===== src/rtl/axis_pkt_arbiter.sv =====
// Packet-level 2:1 arbiter for an AXI-Stream switch: weighted round-robin with grant lock until tlast.
// Optional macro ARB_SUPPRESS_EN adds the s_req_supress_i per-port request mask.
module axis_pkt_arbiter #(
    parameter int unsigned W0 = 1,
    parameter int unsigned W1 = 1
) (
    input  logic       clk,
    input  logic       rst_n,
    input  logic [1:0] req_i,
`ifdef ARB_SUPPRESS_EN
    input  logic [1:0] s_req_supress_i,
`endif
    input  logic       beat_i,
    input  logic       last_i,
    output logic [1:0] grant_o,
    output logic       busy_o
);

    typedef enum logic {IDLE, LOCK} state_t;

    localparam logic [3:0] W0_L = W0[3:0];
    localparam logic [3:0] W1_L = W1[3:0];

    state_t     state_q, state_d;
    logic [1:0] grant_q, grant_d;
    logic       ptr_q, ptr_d;
    logic       prev_q, prev_d;
    logic [3:0] cnt_q, cnt_d;
    logic       armed_q;

    logic [1:0] mask;
    logic [1:0] eff;
    logic       cur;
    logic       win;
    logic [3:0] cnt_inc;
    logic [3:0] wcur;

`ifdef ARB_SUPPRESS_EN
    assign mask = s_req_supress_i;
`else
    assign mask = 2'b00;
`endif
    assign eff = req_i & ~mask;

    // Both requesting: pointer decides; a single requester always wins.
    function automatic logic pick(input logic [1:0] e, input logic p);
        if (e == 2'b11) return p;
        return e[1];
    endfunction

    always_comb begin
        state_d = state_q;
        grant_d = grant_q;
        ptr_d   = ptr_q;
        prev_d  = prev_q;
        cnt_d   = cnt_q;
        win     = 1'b0;
        cur     = grant_q[1];
        cnt_inc = cnt_q + 4'd1;
        wcur    = cur ? W1_L : W0_L;
        case (state_q)
            IDLE: begin
                if (armed_q && (eff != 2'b00)) begin
                    win     = pick(eff, ptr_q);
                    grant_d = win ? 2'b10 : 2'b01;
                    state_d = LOCK;
                    prev_d  = win;
                    if (win != prev_q) cnt_d = '0;
                end
            end
            LOCK: begin
                if (beat_i && last_i) begin
                    if (cnt_inc == wcur) begin
                        ptr_d = ~cur;
                        cnt_d = '0;
                    end else begin
                        cnt_d = cnt_inc;
                    end
                    // Re-arbitrate against the updated pointer for a zero-bubble handoff.
                    if (eff == 2'b00) begin
                        grant_d = '0;
                        state_d = IDLE;
                    end else begin
                        win     = pick(eff, ptr_d);
                        grant_d = win ? 2'b10 : 2'b01;
                        prev_d  = win;
                        if (win != cur) cnt_d = '0;
                    end
                end
            end
            default: begin
                state_d = IDLE;
                grant_d = '0;
            end
        endcase
    end

    always_ff @(posedge clk or negedge rst_n) begin
        if (!rst_n) begin
            state_q <= IDLE;
            grant_q <= '0;
            ptr_q   <= 1'b0;
            prev_q  <= 1'b0;
            cnt_q   <= '0;
            armed_q <= 1'b0;
        end else begin
            state_q <= state_d;
            grant_q <= grant_d;
            ptr_q   <= ptr_d;
            prev_q  <= prev_d;
            cnt_q   <= cnt_d;
            armed_q <= 1'b1;
        end
    end

    assign grant_o = grant_q;
    assign busy_o  = |grant_q;

endmodule


===== config.mk =====
export PLATFORM = sky130hd
export DESIGN_NAME = axis_pkt_arbiter
export DESIGN_NICKNAME = d
export VERILOG_FILES = /design/src/rtl/axis_pkt_arbiter.sv
export SDC_FILE = /design/constraint.sdc
export NUM_CORES = 1
export LEC_CHECK = 0
export CAP_MARGIN = 25
export CORE_AREA = 2 2 39 41
export CTS_CLUSTER_SIZE = 28
export DETAILED_ROUTE_END_ITERATION = 8
export DIE_AREA = 0 0 41 43
export MAX_ROUTING_LAYER = met4
export PLACE_DENSITY = 0.77
export RECOVER_POWER = 25
export SYNTH_ARGS = -nofsm -noshare
export SYNTH_HDL_FRONTEND = slang
export SYNTH_SLANG_ARGS = --single-unit

===== constraint.sdc =====
create_clock -name clk -period 2.43 [get_ports clk]
set_input_delay 0.243 -clock clk [delete_from_list [all_inputs] [get_ports clk]]
set_output_delay 0.243 -clock clk [all_outputs]
set_load 0.005 [all_outputs]

# Yosys cells after proc, flatten, opt, wreduce, memory -nomap -nowiden
# Cells that the tools add are included.
dict set report op_classes {
  reduce_logical 9
  n_eq_ne 8
  n_addsub 1
  n_mux 37
  bitwise_logic 2
}
# op count
set ops {}
lappend ops {{$mux W4} 6}
lappend ops {{$mux W1} 22}
lappend ops {{$mux W2} 5}
lappend ops {{$pmux W4 S2} 1}
lappend ops {{$ne A2 B2 Y1 const B} 3}
lappend ops {{$reduce_and A3 Y1} 2}
lappend ops {{$add A4 B1 Y4 const B} 1}
lappend ops {{$eq A4 B1 Y1 const B} 1}
lappend ops {{$pmux W1 S2} 2}
lappend ops {{$pmux W2 S2} 1}
lappend ops {{$reduce_and A2 Y1} 2}
lappend ops {{$eq A2 B2 Y1 const B} 1}
lappend ops {{$logic_and A1 B1 Y1} 2}
lappend ops {{$logic_not A2 Y1} 1}
lappend ops {{$ne A1 B1 Y1} 2}
lappend ops {{$ne A2 B1 Y1 const B} 1}
lappend ops {{$not A1 Y1} 2}
lappend ops {{$reduce_bool A2 Y1} 1}
lappend ops {{$reduce_or A2 Y1} 1}
dict set report word_totals {
  wordCells 63
  in_bits 6
  reg_bits 10
  out_inout_bits 3
}

# Depth between registers and ports, before layout
dict set report depth {
  ltp_word 14
  depth_mapped 7
  mapped_depth_nobuf 7
}

# Least setup slack after synthesis
# OpenSTA, ideal clock, no wires.
dict set report synth_path {
  kind {flip-flop to flip-flop}
  from {register cnt_q[0]}
  to {register cnt_q[2]}
  path_stages_with_launch 7
  synth_period_minus_slack_ps 1873
  t_arrival_ps 1747
  path_buffers 0
  path_slack_ps 557
  setup_ps 126
  cell_sequence {dfrtp_1 ha_1 nor4b_2 a31oi_4 a211oi_2 nor3_2 a221o_1}
}
dict set report synth_between {
  elab_chain_cells 13
}
# item line
set synth_lines {}
lappend synth_lines {{start, declared} 28} ;# logic [3:0] cnt_q, cnt_d;
lappend synth_lines {{start signal, assigned} 111} ;# cnt_q <= cnt_d;
lappend synth_lines {{$add A4 B1 Y4 *} 59} ;# cnt_inc = cnt_q + 4'd1;
lappend synth_lines {{$eq A4 B1 Y1} 73} ;# if (cnt_inc == wcur) begin
lappend synth_lines {{$mux W1} 73}
lappend synth_lines {{$mux W1} 47} ;# if (e == 2'b11) return p;
lappend synth_lines {{$mux W1} 48} ;# return e[1];
lappend synth_lines {{$mux W1} 80} ;# if (eff == 2'b00) begin
lappend synth_lines {{$mux W1} 72} ;# if (beat_i && last_i) begin
lappend synth_lines {{$mux W1} 61} ;# case (state_q)
lappend synth_lines {{$ne A1 B1 Y1} 87} ;# if (win != cur) cnt_d = '0;
lappend synth_lines {{$mux W4} 87}
lappend synth_lines {{$mux W4 *} 80}
lappend synth_lines {{$mux W4 *} 72}
lappend synth_lines {{$pmux W4 S2 *} 61}
# Mark *: on every way between the ends. The rest lies on a longest branch, timed or not. The select of a mux whose other input is x is not followed.
# A chain may end at the register's enable or synchronous reset.

# Worst setup path after layout
# Same ends and word-level chain as after synthesis.

==> summary.md <==
| Metric | Value |
|---|---|
| CP startpoint kind | flip-flop |
| RSZ-0062 raised after global routing | no |
| Status | completed |
| CTS tree | built |
| Sequential power share | 0.481 |
| FF-to-FF setup slack | 0.36 ns |
| Critical R2R Launch | cnt_q[0]$_DFFE_PN0P_ |
| Design area | 773 sq um |
| Dpl cells | 88 |
| Final setup fails | 0 |
| Final Total Pwr | 438 uW |
| Die W | 41 microns |
| Setup ws final | 0.363 ns |
| Setup CP Type | reg2reg |
| Diodes inserted | 0 |
| Mapped Cells | 63 |
| Psw | 129 uW |
| Fraction of registers with async set or reset after synthesis | 1.00 |
| Synth cell types | 38 |
| CP Cell Sequence | ha_1, nor4b_2, a31oi_4, a211oi_2, nor3_2, a221o_1 |
| I/O Buffers | 8 |
| Initial Util | 0.465 |
| Drt via density | 6.14 |
| Static leakage | 0.323 nW |
| Remaining Overflow, GRT | 0 |
| Syn_area_per_cell | 10.2 sq um |
| Post-Syn Nets | 71 |
| Nets | 85 |
| Min Tclk post-route | 2.07 ns |
| DP HPWL | 986 microns |
| Synth top cells by count | dfrtp_1 (10), nand2_1 (6), inv_1 (5) |
| Post-synthesis xor/xnor area fraction | 0.0136 |
| Non-Filler Instances | 91 |
| Post-synth EDFFs | 0 |
| Core Area | 1380 sq um |
| Combinational family with the most area after synthesis | compound AO/OA/AOI/OAI gates |
| Worst-path clk slew | 0.07 ns |
| Fraction of power spent switching nets | 0.295 |
| Post-Synth Adder-Cell Area | 0.0389 |
| Synthesized-area fraction occupied by ao, oa, aoi and oai cells | 0.315 |
| CP top delay family | compound AO/OA/AOI/OAI gates |
| Max Cap Violations | 0 |
| Ys flop type | dfrtp_1 |
| Post-Place Worst Slack | 0.381 ns |
| CTS Buf Count | 3 |
| DRT iter0 DRCs | 10 |
| Drt first pass iters | 4 |
| Worst path buffer plus inverter count | 0 |
| Die height | 43 microns |
| Htree depth | 1 |
| Max Clock Skew | 0.00667 ns |
| Layout area overhead | 20.2% |
| Crit end category | flip-flop |
| Post-Syn Area | 643 sq um |
| Crit-path max FO | 6 |
| CTS Hold Bufs | 0 |
| Yosys Warn Count | 0 |
| Crit path DAT | 2.21 ns |
| Gr usage total | 0.190 |
| Post-DP Area | 751 sq um |
| FF+latch count, synth | 10 |
| Via Count | 559 |
| Critical Path Stages | 6 |
| Max-slew violation count | 0 |
| Seq/Total Area, Yosys | 0.389 |
| Reg-to-Reg End | cnt_q[2]$_DFFE_PN0P_ |
| Part of the power in combinational logic | 0.263 |
| Internal | 309 uW |
| DR WL/cell | 13.8 microns |
| ANT nets after route | 0 |
| Post-cts sizing count | 0 |
| Ports | 9 |
| Clock Tree Buf Depth | 2 |
| Layout cells sized above 1 | 0.147 |
| Gpl congestion | 0.815 |
| Clock power frac | 0.256 |
| Synth Area in Simple Gates | 0.208 |
| Insertion delay to the later sink of the worst-skew pair | 0.26 ns |
| Most frequent cell after synthesis | dfrtp_1 |
| Top cells by area, synth | dfrtp_1 (39%), ha_1 (3.9%), nand2_1 (3.5%) |
| Critical-path cell with the highest stage delay | nor4b_2 |
| Final TNS setup | 0 ns |
| R2R depth | 6 |
| Fmax | 0.484 GHz |
| Worst hold path type | in2async |
| Top cell type's share of synthesized area | 0.389 |
| Core Rows | 14 |
| Worst Setup SP | cnt_q[0]$_DFFE_PN0P_ |
| Clock Sinks | 10 |
| Worst Path Required | 2.57 ns |
| First-pass GRT wire length | 2170 microns |
| Initial antenna violation count | 0 |
| DIE AREA | 1760 sq um |
| Largest net degree at the start of global routing | 11 |
| Hold Violations, Final | 0 |
| Fin crit share | 0.851 |
| Power density over cell area | 566 nW/um^2 |
| Vias in the first global route | 489 |
| CP peak stage delay | 0.45 ns |
| Routed wire length | 1260 microns |
| Cell taking the most area after synthesis | dfrtp_1 |
| Residual DRC count | 0 |
| Root Driver | clkbuf_4 |
| Post-CTS Setup Repair Bufs | 0 |
| VDD IR max | 284 uV |
| Post-synthesis mux area share | 0 |
-- routing by layer --
layer  global-route usage  vias to the layer above  part of all wire
met5                    -                        -                 0
met4                0.100                        0             0.018
met3               0.0628                        2             0.037
met2                0.250                       12              0.46
met1                0.250                      276              0.48
li1                     -                      269                 -
-- sequential cells by signal (all words and copies together) (netlist names) --
register / cells
state_q: 1
ptr_q: 1
grant_o: 2
cnt_q: 4
armed_q: 1
prev_q: 1
-- stage by stage --
stage | utilization | hold slack [ns]
global placement | 0.542 | 0.488
CTS | 0.559 | 0.304
global route | 0.559 | 0.397
detailed placement | 0.542 | 0.483
floorplan | - | -0.0526
finish | 0.559 | 0.368
-- layout make-up --
class | instances | area (sq um)
clock buffers | 3 | 22.5
well taps | 16 | 20.0
multi-input cells | 48 | 374
inverters | 5 | 18.8
flip-flops and latches | 10 | 250
fillers | 128 | 611
repair buffers | 9 | 87.6
-- power by group through the flow --
stage               clock network [mW]  registers (mW)  logic, mW
floorplan                            0           0.209     0.0608
global placement                     0           0.213      0.114
detailed placement                   0           0.214      0.116
CTS                              0.114           0.210      0.116
global route                     0.125           0.215      0.127
finish                           0.112           0.211      0.115
-- worst register-to-register path, delay by kind of cell, from the launching register on --
family                     cells  cell delay [ns]
adders and majority gates      1             0.27
and+or+nand+nor                2             0.55
AOI/OAI and AO/OA              3             0.70
DFF                            1             0.43
-- worst max-delay path by stage --
stage | endpoint | slack [ns]
6_report | cnt_q[2]$_DFFE_PN0P_ | 0.36
5_1_grt | cnt_q[2]$_DFFE_PN0P_ | 0.25
4_1_cts | cnt_q[2]$_DFFE_PN0P_ | 0.37
3_5_place_dp | cnt_q[2]$_DFFE_PN0P_ | 0.38
3_3_place_gp | cnt_q[2]$_DFFE_PN0P_ | 0.41
2_1_floorplan | cnt_q[2]$_DFFE_PN0P_ | 0.56
-- cells in the final DEF, fill, tap and decap left out, drive strengths merged, types with 2 or more instances in the layout --
| master | count |
|---|---|
| o21ai | 3 |
| a31o | 2 |
| dfrtp | 10 |
| ha | 2 |
| nor3 | 2 |
| clkdlybuf4s50 | 7 |
| nand3 | 2 |
| a22o | 2 |
| o31ai | 2 |
| a31oi | 2 |
| clkbuf | 3 |
| nand2 | 6 |
| o21a | 2 |
| inv | 5 |
-- cells by family (layout without fill, tap and decap cells) --
kind of cell / Yosys count / in the layout
and+or+nand+nor: 22 / 22
buffers and inverters: 5 / 17
AOI/OAI and AO/OA: 22 / 22
other: 1 / 1
adders and majority gates: 2 / 2
DFF: 10 / 10
xor gates and xnor gates: 1 / 1
No activity file was read; power rests on OpenSTA's default activity.
